`config.mk`:
```
export PLATFORM = sky130hd
export DESIGN_NAME = fetch_unit
export DESIGN_NICKNAME = d
export VERILOG_FILES = /design/src/rtl/fetch_unit.sv
export SDC_FILE = /design/constraint.sdc
export NUM_CORES = 1
export LEC_CHECK = 0
export CAP_MARGIN = 30
export CORE_MARGIN = 2
export CORE_UTILIZATION = 46
export DETAILED_ROUTE_END_ITERATION = 12
export PLACE_DENSITY_LB_ADDON = 0.12
export SLEW_MARGIN = 10
export SYNTH_ARGS = -nofsm -noshare
export SYNTH_HDL_FRONTEND = slang
export SYNTH_SLANG_ARGS = --single-unit
```
`constraint.sdc`:
```
create_clock -name clk -period 4.55 [get_ports clk]
set_input_delay 0.91 -clock clk [delete_from_list [all_inputs] [get_ports clk]]
set_output_delay 0.91 -clock clk [all_outputs]
set_load 0.02 [all_outputs]
```
`src/rtl/fetch_unit.sv`:
```
// rv32 instruction fetch stage: owns the PC, issues in-order imem requests,
// buffers returned words in a small prefetch FIFO and hands {pc, ir, error} to decode.
module fetch_unit #(
  parameter logic [31:0] TEXT_ADDR = 32'h0000_0000,
  parameter int unsigned DEPTH     = 2
) (
  input  logic        clk,
  input  logic        resetn,
  input  logic        redirect,
  input  logic [31:0] redirect_addr,
  output logic        imem_req,
  output logic [31:0] imem_addr,
  input  logic        imem_gnt,
  input  logic        imem_rvalid,
  input  logic [31:0] imem_rdata,
  input  logic        imem_error,
  output logic        id_valid,
  input  logic        id_ready,
  output logic [31:0] id_pc,
  output logic [31:0] id_ir,
  output logic        id_error
);

  localparam int unsigned AW = $clog2(DEPTH);
  localparam int unsigned CW = $clog2(DEPTH) + 1;
  localparam int unsigned OW = CW + 1;

  typedef struct packed {
    logic [31:0] pc;
    logic [31:0] ir;
    logic        err;
  } entry_t;

  entry_t        mem_q [DEPTH];
  entry_t        mem_d [DEPTH];
  logic [31:0]   pcq_q [DEPTH];
  logic [31:0]   pcq_d [DEPTH];
  logic [AW-1:0] wr_ptr_q, wr_ptr_d, rd_ptr_q, rd_ptr_d;
  logic [AW-1:0] pcq_wr_q, pcq_wr_d, pcq_rd_q, pcq_rd_d;
  logic [CW-1:0] count_q, count_d, outst_q, outst_d, discard_q, discard_d;
  logic [31:0]   pc_q, pc_d;
  logic          active_q;
  logic          id_valid_q, id_valid_d;
  entry_t        head_q, head_d;

  logic          pop, grant, resp, drop, push;
  logic [OW-1:0] occ;
  logic          unused_addr_lsbs;

  assign unused_addr_lsbs = ^redirect_addr[1:0];

  // Issue decision, response classification and next-state for PC, counters, PC queue and FIFO.
  always_comb begin
    pop       = id_valid_q & id_ready & ~redirect;
    occ       = OW'(count_q) + OW'(outst_q) - OW'(pop);
    imem_req  = active_q & ~redirect & (occ < OW'(DEPTH));
    grant     = imem_req & imem_gnt;
    resp      = imem_rvalid & (outst_q != '0);
    drop      = resp & (discard_q != '0);
    push      = resp & ~drop & ~redirect;

    pc_d      = pc_q;
    outst_d   = outst_q + CW'(grant) - CW'(resp);
    discard_d = discard_q - CW'(drop);
    pcq_d     = pcq_q;
    pcq_wr_d  = pcq_wr_q;
    pcq_rd_d  = pcq_rd_q;
    mem_d     = mem_q;
    wr_ptr_d  = wr_ptr_q;
    rd_ptr_d  = rd_ptr_q;
    count_d   = count_q;

    if (grant) begin
      pc_d            = pc_q + 32'd4;
      pcq_d[pcq_wr_q] = pc_q;
      pcq_wr_d        = pcq_wr_q + AW'(1);
    end

    if (redirect) begin
      // Everything still in flight belongs to the abandoned path.
      pc_d      = {redirect_addr[31:2], 2'b00};
      discard_d = outst_d;
      pcq_wr_d  = '0;
      pcq_rd_d  = '0;
      wr_ptr_d  = '0;
      rd_ptr_d  = '0;
      count_d   = '0;
    end else begin
      if (push) begin
        mem_d[wr_ptr_q] = '{pc: pcq_q[pcq_rd_q], ir: imem_rdata, err: imem_error};
        wr_ptr_d        = wr_ptr_q + AW'(1);
        pcq_rd_d        = pcq_rd_q + AW'(1);
      end
      if (pop) begin
        rd_ptr_d = rd_ptr_q + AW'(1);
      end
      count_d = count_q + CW'(push) - CW'(pop);
    end

    id_valid_d = (count_d != '0);
    head_d     = mem_d[rd_ptr_d];
  end

  // State registers; the decode-facing head is registered so imem_rdata never reaches id_ir combinationally.
  always_ff @(posedge clk or negedge resetn) begin
    if (!resetn) begin
      pc_q       <= TEXT_ADDR;
      active_q   <= 1'b0;
      outst_q    <= '0;
      discard_q  <= '0;
      count_q    <= '0;
      wr_ptr_q   <= '0;
      rd_ptr_q   <= '0;
      pcq_wr_q   <= '0;
      pcq_rd_q   <= '0;
      id_valid_q <= 1'b0;
      head_q     <= '0;
      for (int unsigned i = 0; i < DEPTH; i++) begin
        mem_q[i] <= '0;
        pcq_q[i] <= '0;
      end
    end else begin
      pc_q       <= pc_d;
      active_q   <= 1'b1;
      outst_q    <= outst_d;
      discard_q  <= discard_d;
      count_q    <= count_d;
      wr_ptr_q   <= wr_ptr_d;
      rd_ptr_q   <= rd_ptr_d;
      pcq_wr_q   <= pcq_wr_d;
      pcq_rd_q   <= pcq_rd_d;
      id_valid_q <= id_valid_d;
      head_q     <= head_d;
      mem_q      <= mem_d;
      pcq_q      <= pcq_d;
    end
  end

  assign imem_addr = pc_q;
  assign id_valid  = id_valid_q;
  assign id_pc     = head_q.pc;
  assign id_ir     = head_q.ir;
  assign id_error  = head_q.err;

  // FIFO never overflows, and every response matches an outstanding request.
  assert property (@(posedge clk) disable iff (!resetn)
    !(push && !pop && (count_q == CW'(DEPTH))));
  assert property (@(posedge clk) disable iff (!resetn)
    imem_rvalid |-> (outst_q != '0));

endmodule

```
==> flow_metrics.py, run 1 <==
metrics = {
    "clock_tree": {
        "clock_sinks": 297,
        "post_cts_buffers": 0,
        "clock_latency_ns": 0.50,
        "cts_tree": "yes",
        "ctsResizeCount": 0,
        "clockBufferDepth": 3,
        "cts_root_buffer": "clkbuf_16",
        "numCtsBuffers": 35,
        "htreeDepth": 2,
        "path_clk_slew_ns": 0.05,
        "hold_buffers": 0,
    },
    "routing": {
        "first_pass_iters": 4,
        "vias": 10760,
        "antenna_left": 0,
        "drt-total-wl_mm": 33.37,
        "drtIter0Drc": 685,
        "drc": 0,
        "routedWlPerCell_um": 17.83,
        "avgViaCountPerCell": 5.748,
    },
    "logic_synthesis": {
        "synth_edf_count": 0,
        "avgSynthCellArea_um2": 10.41,
        "synth_warnings": 0,
        "async_reset_ff_share_pct": 100.0,
        "synth_area_um2": 13920,
        "ys_seq_elements": 297,
        "synth_cells": 1337,
        "synth_ff_type": "dfrtp_1",
        "synth_cell_type_count": 52,
        "yosysSeqAreaShare_pct": 53.40,
    },
    "floorplanning": {
        "die_h_um": 177.9,
        "die_x_um": 177.9,
        "start_util_pct": 46.84,
        "pin_count": 170,
        "dieArea_um2": 31660,
        "coreArea_um2": 29720,
        "num_rows": 63,
    },
    "cells_and_area": {
        "diodes": 0,
        "layout-drive-gt1-share_pct": 15.05,
        "area_growth_syn_to_layout_pct": 22.26,
        "fin_nets": 1540,
        "instances_no_fill": 1872,
    },
    "power": {
        "peakVddDrop_mv": 0.2635,
        "power_uw": 10850,
        "power_density_nw_per_um2": 637.7,
        "p_leak_uw": 0.007219,
    },
    "hold_path": {
        "worstHoldPathType": "primary input to async pin",
    },
    "status": {
        "outcome": "finished clean",
    },
    "critical_path": {
        "reg2reg_slack_ns": 1.37,
        "worstSetupEndpointType": "output port",
        "cp-start-kind": "primary input",
        "worstPathArrival_ns": 3.42,
        "critical_path_class": "primary input to output port",
        "cp.required_ns": 3.64,
        "crit_fanout": 2,
    },
    "timing": {
        "setup_tns_ns": 0,
        "rsz0062_at_grt": "false",
        "clock_skew_ns": 0.01976,
        "fin_crit_sh_pct": 95.11,
        "finalHoldViolCount": 0,
        "fmax_mhz": 231.1,
        "tightest_slew_ns": 0.8588,
        "finalSetupViolations": 0,
        "maxSlewViolCount": 0,
        "relSlewSlack_pct": 42.75,
        "fin_crit_ns": 4.327,
    },
    "global_routing": {
        "grt_start_max_net_pins": 111,
        "antenna_found_initial": 0,
        "grtUsageMet3_pct": 3.513,
        "use_met1_pct": 31.22,
        "grt_busiest_layer": "met2",
        "grt_pass1_vias": 10580,
        "gr-total-overflow": 0,
        "use_met2_pct": 34.53,
        "grt_pass1_wl_mm": 55.51,
        "track_usage_pct": 21.78,
    },
    "place": {
        "placed_cells": 1813,
        "hpwl_mm": 20.55,
        "port_buffers": 165,
        "place_congestion": 0.7999,
    },
    "run": {
        "max_cap_viol_count": 0,
    },
}
[power breakdown]
group          internal, µW  switching [µW]  leakage (µW)
sequential             3700             670       0.00376
clock                  1560            1050      0.000534
combinational          1960            1910       0.00292
[cell families after synthesis]
kind of cell               Yosys count  synth area share [%]
AOI/OAI and AO/OA                  373                 16.48
and+or+nand+nor                    367                 12.63
DFF                                297                 53.40
muxes                              154                 12.24
buffers and inverters              125                 3.704
xor gates and xnor gates            10                0.6293
adders and majority gates            9                0.8630
other                                2               0.05396
[placed cells by master (no fill, tap or decap), types with 8 or more instances in the layout]
master,instances
a21oi_1,69
a221oi_1,33
a22oi_1,31
buf_4,22
clkbuf_1,9
clkbuf_16,37
clkdlybuf4s50_1,163
clkinv_2,8
dfrtp_1,295
ha_1,8
inv_1,13
mux2_2,120
mux2i_1,33
nand2_1,169
nand2b_1,35
nand3_1,18
nand4_1,15
nor2_1,48
nor2b_1,8
o211ai_1,8
o21ai_0,112
o22ai_1,92
or3_1,37
xnor2_1,9
[metal layers]
| layer | vias to the layer above | wire length (µm) |
|---|---|---|
| met3 | 50 | 1890 |
| met5 | - | 0 |
| met4 | 0 | 640 |
| li1 | 5102 | - |
| met2 | 321 | 15350 |
| met1 | 5288 | 15490 |
[critical path, cell delays in order]
cell and delay (ns):
clkdlybuf4s50_1 0.39, and2_1 0.15, and2_1 0.17, ha_1 0.26, nand2b_1 0.15, fa_1 0.37, xnor2_1 0.18, nor3_1 0.19
clkdlybuf4s50_1 0.63
[final cells by class]
| type | instances | area, µm² |
|---|---|---|
| clock buffers | 51 | 1028 |
| clock inverters | 8 | 43.79 |
| fillers | 2552 | 12700 |
| inverters | 16 | 61.31 |
| multi-input cells | 916 | 6003 |
| flip-flops and latches | 297 | 7435 |
| well taps | 390 | 488.0 |
| repair buffers | 194 | 1957 |
[state kept, by name (all words and copies together), names as in the netlist, 2 cells and up]
| name | cells |
|---|---|
| imem_addr | 30 |
| outst_q | 2 |
| id_pc | 32 |
| mem_q | 130 |
| pcq_q | 60 |
| count_q | 2 |
| discard_q | 2 |
| id_ir | 32 |
[synthesized netlist by cell type (4+ instances only)]
| cell | instances | area share [%] |
|---|---|---|
| a21oi_1 | 69 | 2.5 |
| a221o_1 | 5 | 0.36 |
| a221oi_1 | 33 | 2.1 |
| a22oi_1 | 31 | 1.7 |
| a31o_2 | 7 | 0.44 |
| a31oi_1 | 5 | 0.22 |
| and2_1 | 7 | 0.31 |
| and3_1 | 4 | 0.18 |
| buf_1 | 12 | 0.32 |
| buf_2 | 31 | 1.1 |
| clkbuf_1 | 64 | 1.7 |
| dfrtp_1 | 297 | 53 |
| ha_1 | 8 | 0.72 |
| inv_1 | 13 | 0.35 |
| mux2_2 | 120 | 9.7 |
| mux2i_1 | 33 | 2.4 |
| nand2_1 | 170 | 4.6 |
| nand2b_1 | 35 | 1.6 |
| nand3_1 | 18 | 0.65 |
| nand4_1 | 15 | 0.67 |
| nor2_1 | 51 | 1.4 |
| nor2b_1 | 8 | 0.36 |
| nor3_1 | 5 | 0.18 |
| o211ai_1 | 8 | 0.43 |
| o21ai_0 | 112 | 4.0 |
| o22ai_1 | 92 | 4.1 |
| or3_1 | 37 | 1.7 |
| or4_1 | 5 | 0.27 |
| xnor2_1 | 9 | 0.57 |
[path summary, 6_finish.rpt]
check,start,to,cells past startpoint
worst min register to register,mem_q[19],mem_q[19],2
min in group clk,mem_q[19],mem_q[19],2
max in group asynchronous,resetn,imem_addr[23],2
worst max register to register,id_valid,discard_q[1],15
worst max-delay path,id_ready,imem_req,9
worst min-delay path,resetn,id_ir[24],1
[per-stage QoR]
stage	hold WS, ns	setup slack (ns)	cell area, µm²	util (%)
final	0.4480	0.2227	17020	57.26
after global routing	0.4806	0.09459	17020	57.26
after CTS	0.4666	0.2001	17020	57.26
after detailed placement	0.4529	0.2260	15940	53.65
after global placement	0.4483	0.1857	15940	53.65
after floorplan	0.4369	0.06304	13920	-
No activity file was read; power rests on OpenSTA's default activity.
==> run 2, diff against run 1 <==
- CORE_UTILIZATION: 46 -> 56
- SETUP_SLACK_MARGIN: unset -> 0.1
==> run 2 against run 1 <==
Sequential cell count unchanged. Global-route usage is 3.8 points higher. Sequential share of layout area increased by 0.73 points. Non-clock buffer count decreased by 1. Die area shrank 17%. Worst setup slack improved by 0.34 ns. Power is 2.5% lower. Hold slack got worse by 0.11 ns. Sequential power about the same. Critical path type unchanged.
==> flow_metrics.py, run 2 (synthesis results as in run 1) <==
metrics = {
    "floorplanning": {
        "die_x_um": 161.7,
        "pin_count": 170,
        "dieArea_um2": 26130,
        "die_h_um": 161.7,
        "coreArea_um2": 24390,
        "start_util_pct": 57.06,
        "num_rows": 57,
    },
    "timing": {
        "fin_crit_ns": 3.988,
        "fmax_mhz": 250.7,
        "fin_crit_sh_pct": 87.65,
        "relSlewSlack_pct": 41.42,
        "rsz0062_at_grt": "false",
        "maxSlewViolCount": 0,
        "finalHoldViolCount": 0,
        "clock_skew_ns": 0.01273,
        "finalSetupViolations": 0,
        "setup_tns_ns": 0,
        "tightest_slew_ns": 0.8787,
    },
    "cells_and_area": {
        "fin_util_pct": 68.61,
        "largest_reg_flops": 130,
        "largestRegisters": "mem_q x130, pcq_q x60",
        "final_common_cell": "dfrtp_1",
        "area_growth_syn_to_layout_pct": 20.24,
        "fin_nets": 1534,
        "diodes": 0,
        "layout-drive-gt1-share_pct": 14.53,
        "instances_no_fill": 1797,
        "regMostFlops": "mem_q",
        "layout_common_cells": "dfrtp_1, nand2_1, clkdlybuf4s50_1",
        "final.fill_count": 1927,
    },
    "critical_path": {
        "cp-start-kind": "primary input",
        "worstPathArrival_ns": 3.08,
        "crit_fanout": 2,
        "worstSetupEndpointType": "output port",
        "cp.required_ns": 3.64,
        "critical_path_class": "primary input to output port",
    },
    "clock_tree": {
        "numCtsBuffers": 30,
        "cts_root_buffer": "clkbuf_16",
        "hold_buffers": 0,
        "path_clk_slew_ns": 0.06,
        "cts_tree": "yes",
        "htreeDepth": 1,
        "clock_latency_ns": 0.55,
        "clockBufferDepth": 3,
        "post_cts_buffers": 0,
        "clock_sinks": 297,
    },
    "place": {
        "place_congestion": 0.8458,
        "hpwl_mm": 20.22,
        "placed_cells": 1746,
        "port_buffers": 165,
    },
    "routing": {
        "drtIter0Drc": 823,
        "vias": 10890,
        "avgViaCountPerCell": 6.057,
        "first_pass_iters": 5,
        "drt-total-wl_mm": 32.79,
        "drc": 0,
        "routedWlPerCell_um": 18.25,
        "antenna_left": 0,
    },
    "power": {
        "pwr-share-comb_pct": 36.8,
        "p_sw_uw": 3592,
        "p_leak_uw": 0.007135,
        "pwr-share-seq_pct": 41.3,
        "peakVddDrop_mv": 0.2960,
        "power_uw": 10590,
        "clockPowerShare_pct": 22.0,
        "swShare_pct": 33.93,
        "p_int_uw": 6993,
        "power_density_nw_per_um2": 632.5,
    },
    "hold_path": {
        "worstHoldPathType": "primary input to async pin",
    },
    "status": {
        "outcome": "finished clean",
    },
    "global_routing": {
        "use_met2_pct": 42.15,
        "grt_pass1_vias": 10750,
        "grt_pass1_wl_mm": 54.67,
        "antenna_found_initial": 0,
        "track_usage_pct": 25.57,
        "grt_busiest_layer": "met2",
        "gr-total-overflow": 0,
        "use_met1_pct": 36.11,
        "grtUsageMet3_pct": 3.677,
        "grt_start_max_net_pins": 137,
    },
    "run": {
        "max_cap_viol_count": 0,
    },
}
==> run 2: cell type report <==
| type | count | area (µm²) | area share [%] |
|---|---|---|---|
| well taps | 324 | 405.4 | 2.422 |
| clock inverters | 8 | 65.06 | 0.3888 |
| flip-flops and latches | 297 | 7435 | 44.43 |
| multi-input cells | 916 | 6003 | 35.87 |
| inverters | 16 | 61.31 | 0.3664 |
| repair buffers | 193 | 1914 | 11.44 |
| clock buffers | 43 | 850.8 | 5.084 |
==> run 2: what timing repair did <==
action                                  CTS  global route
endpoints found under the setup margin    0             1
endpoints found under the hold margin     0             0
gates resized for setup                   0             1
==> run 2: worst max-delay path: stages <==
cell	delay, ns
clkdlybuf4s50_1	0.40
and2_1	0.15
and2_1	0.17
ha_1	0.27
nand2b_1	0.15
fa_1	0.39
xnor2_1	0.31
nor3_1	0.09
dlymetal6s2s_1	0.23
==> run 2: power groups by stage <==
| stage | combinational, µW | sequential, µW | clock, µW |
|---|---|---|---|
| after floorplan | 2280 | 4590 | 0 |
| after global placement | 3760 | 4350 | 0 |
| after detailed placement | 3870 | 4410 | 0 |
| after CTS | 3910 | 4360 | 2380 |
| after global routing | 4280 | 4510 | 2490 |
| final | 3890 | 4370 | 2320 |
==> run 2: final timing paths <==
check	start	endpoint	slack, ns	cells past startpoint
max in group asynchronous	resetn	mem_q[99]	3.07	2
worst min-delay path	resetn	mem_q[91]	0.34	1
worst max-delay path	id_ready	imem_req	0.56	9
min in group clk	mem_q[17]	mem_q[17]	0.47	2
worst min register to register	mem_q[17]	mem_q[17]	0.47	2
worst max register to register	id_valid	discard_q[1]	1.27	15
==> run 2: metal layers <==
layer	vias to the layer above	routed length, µm
met5	-	0
met4	0	606
li1	5096	-
met3	54	2205
met1	5360	14510
met2	375	15470
==> run 2: metrics by stage <==
step           hold slack [ns]  setup WS [ns]  instance area, µm²
2_1_floorplan           0.4369         0.1102               13920
3_3_place_gp            0.4483         0.2247               15820
3_5_place_dp            0.4529         0.1830               15820
4_1_cts                 0.3642         0.1524               16730
5_1_grt                 0.3907         0.4205               16730
6_report                0.3371         0.5618               16730
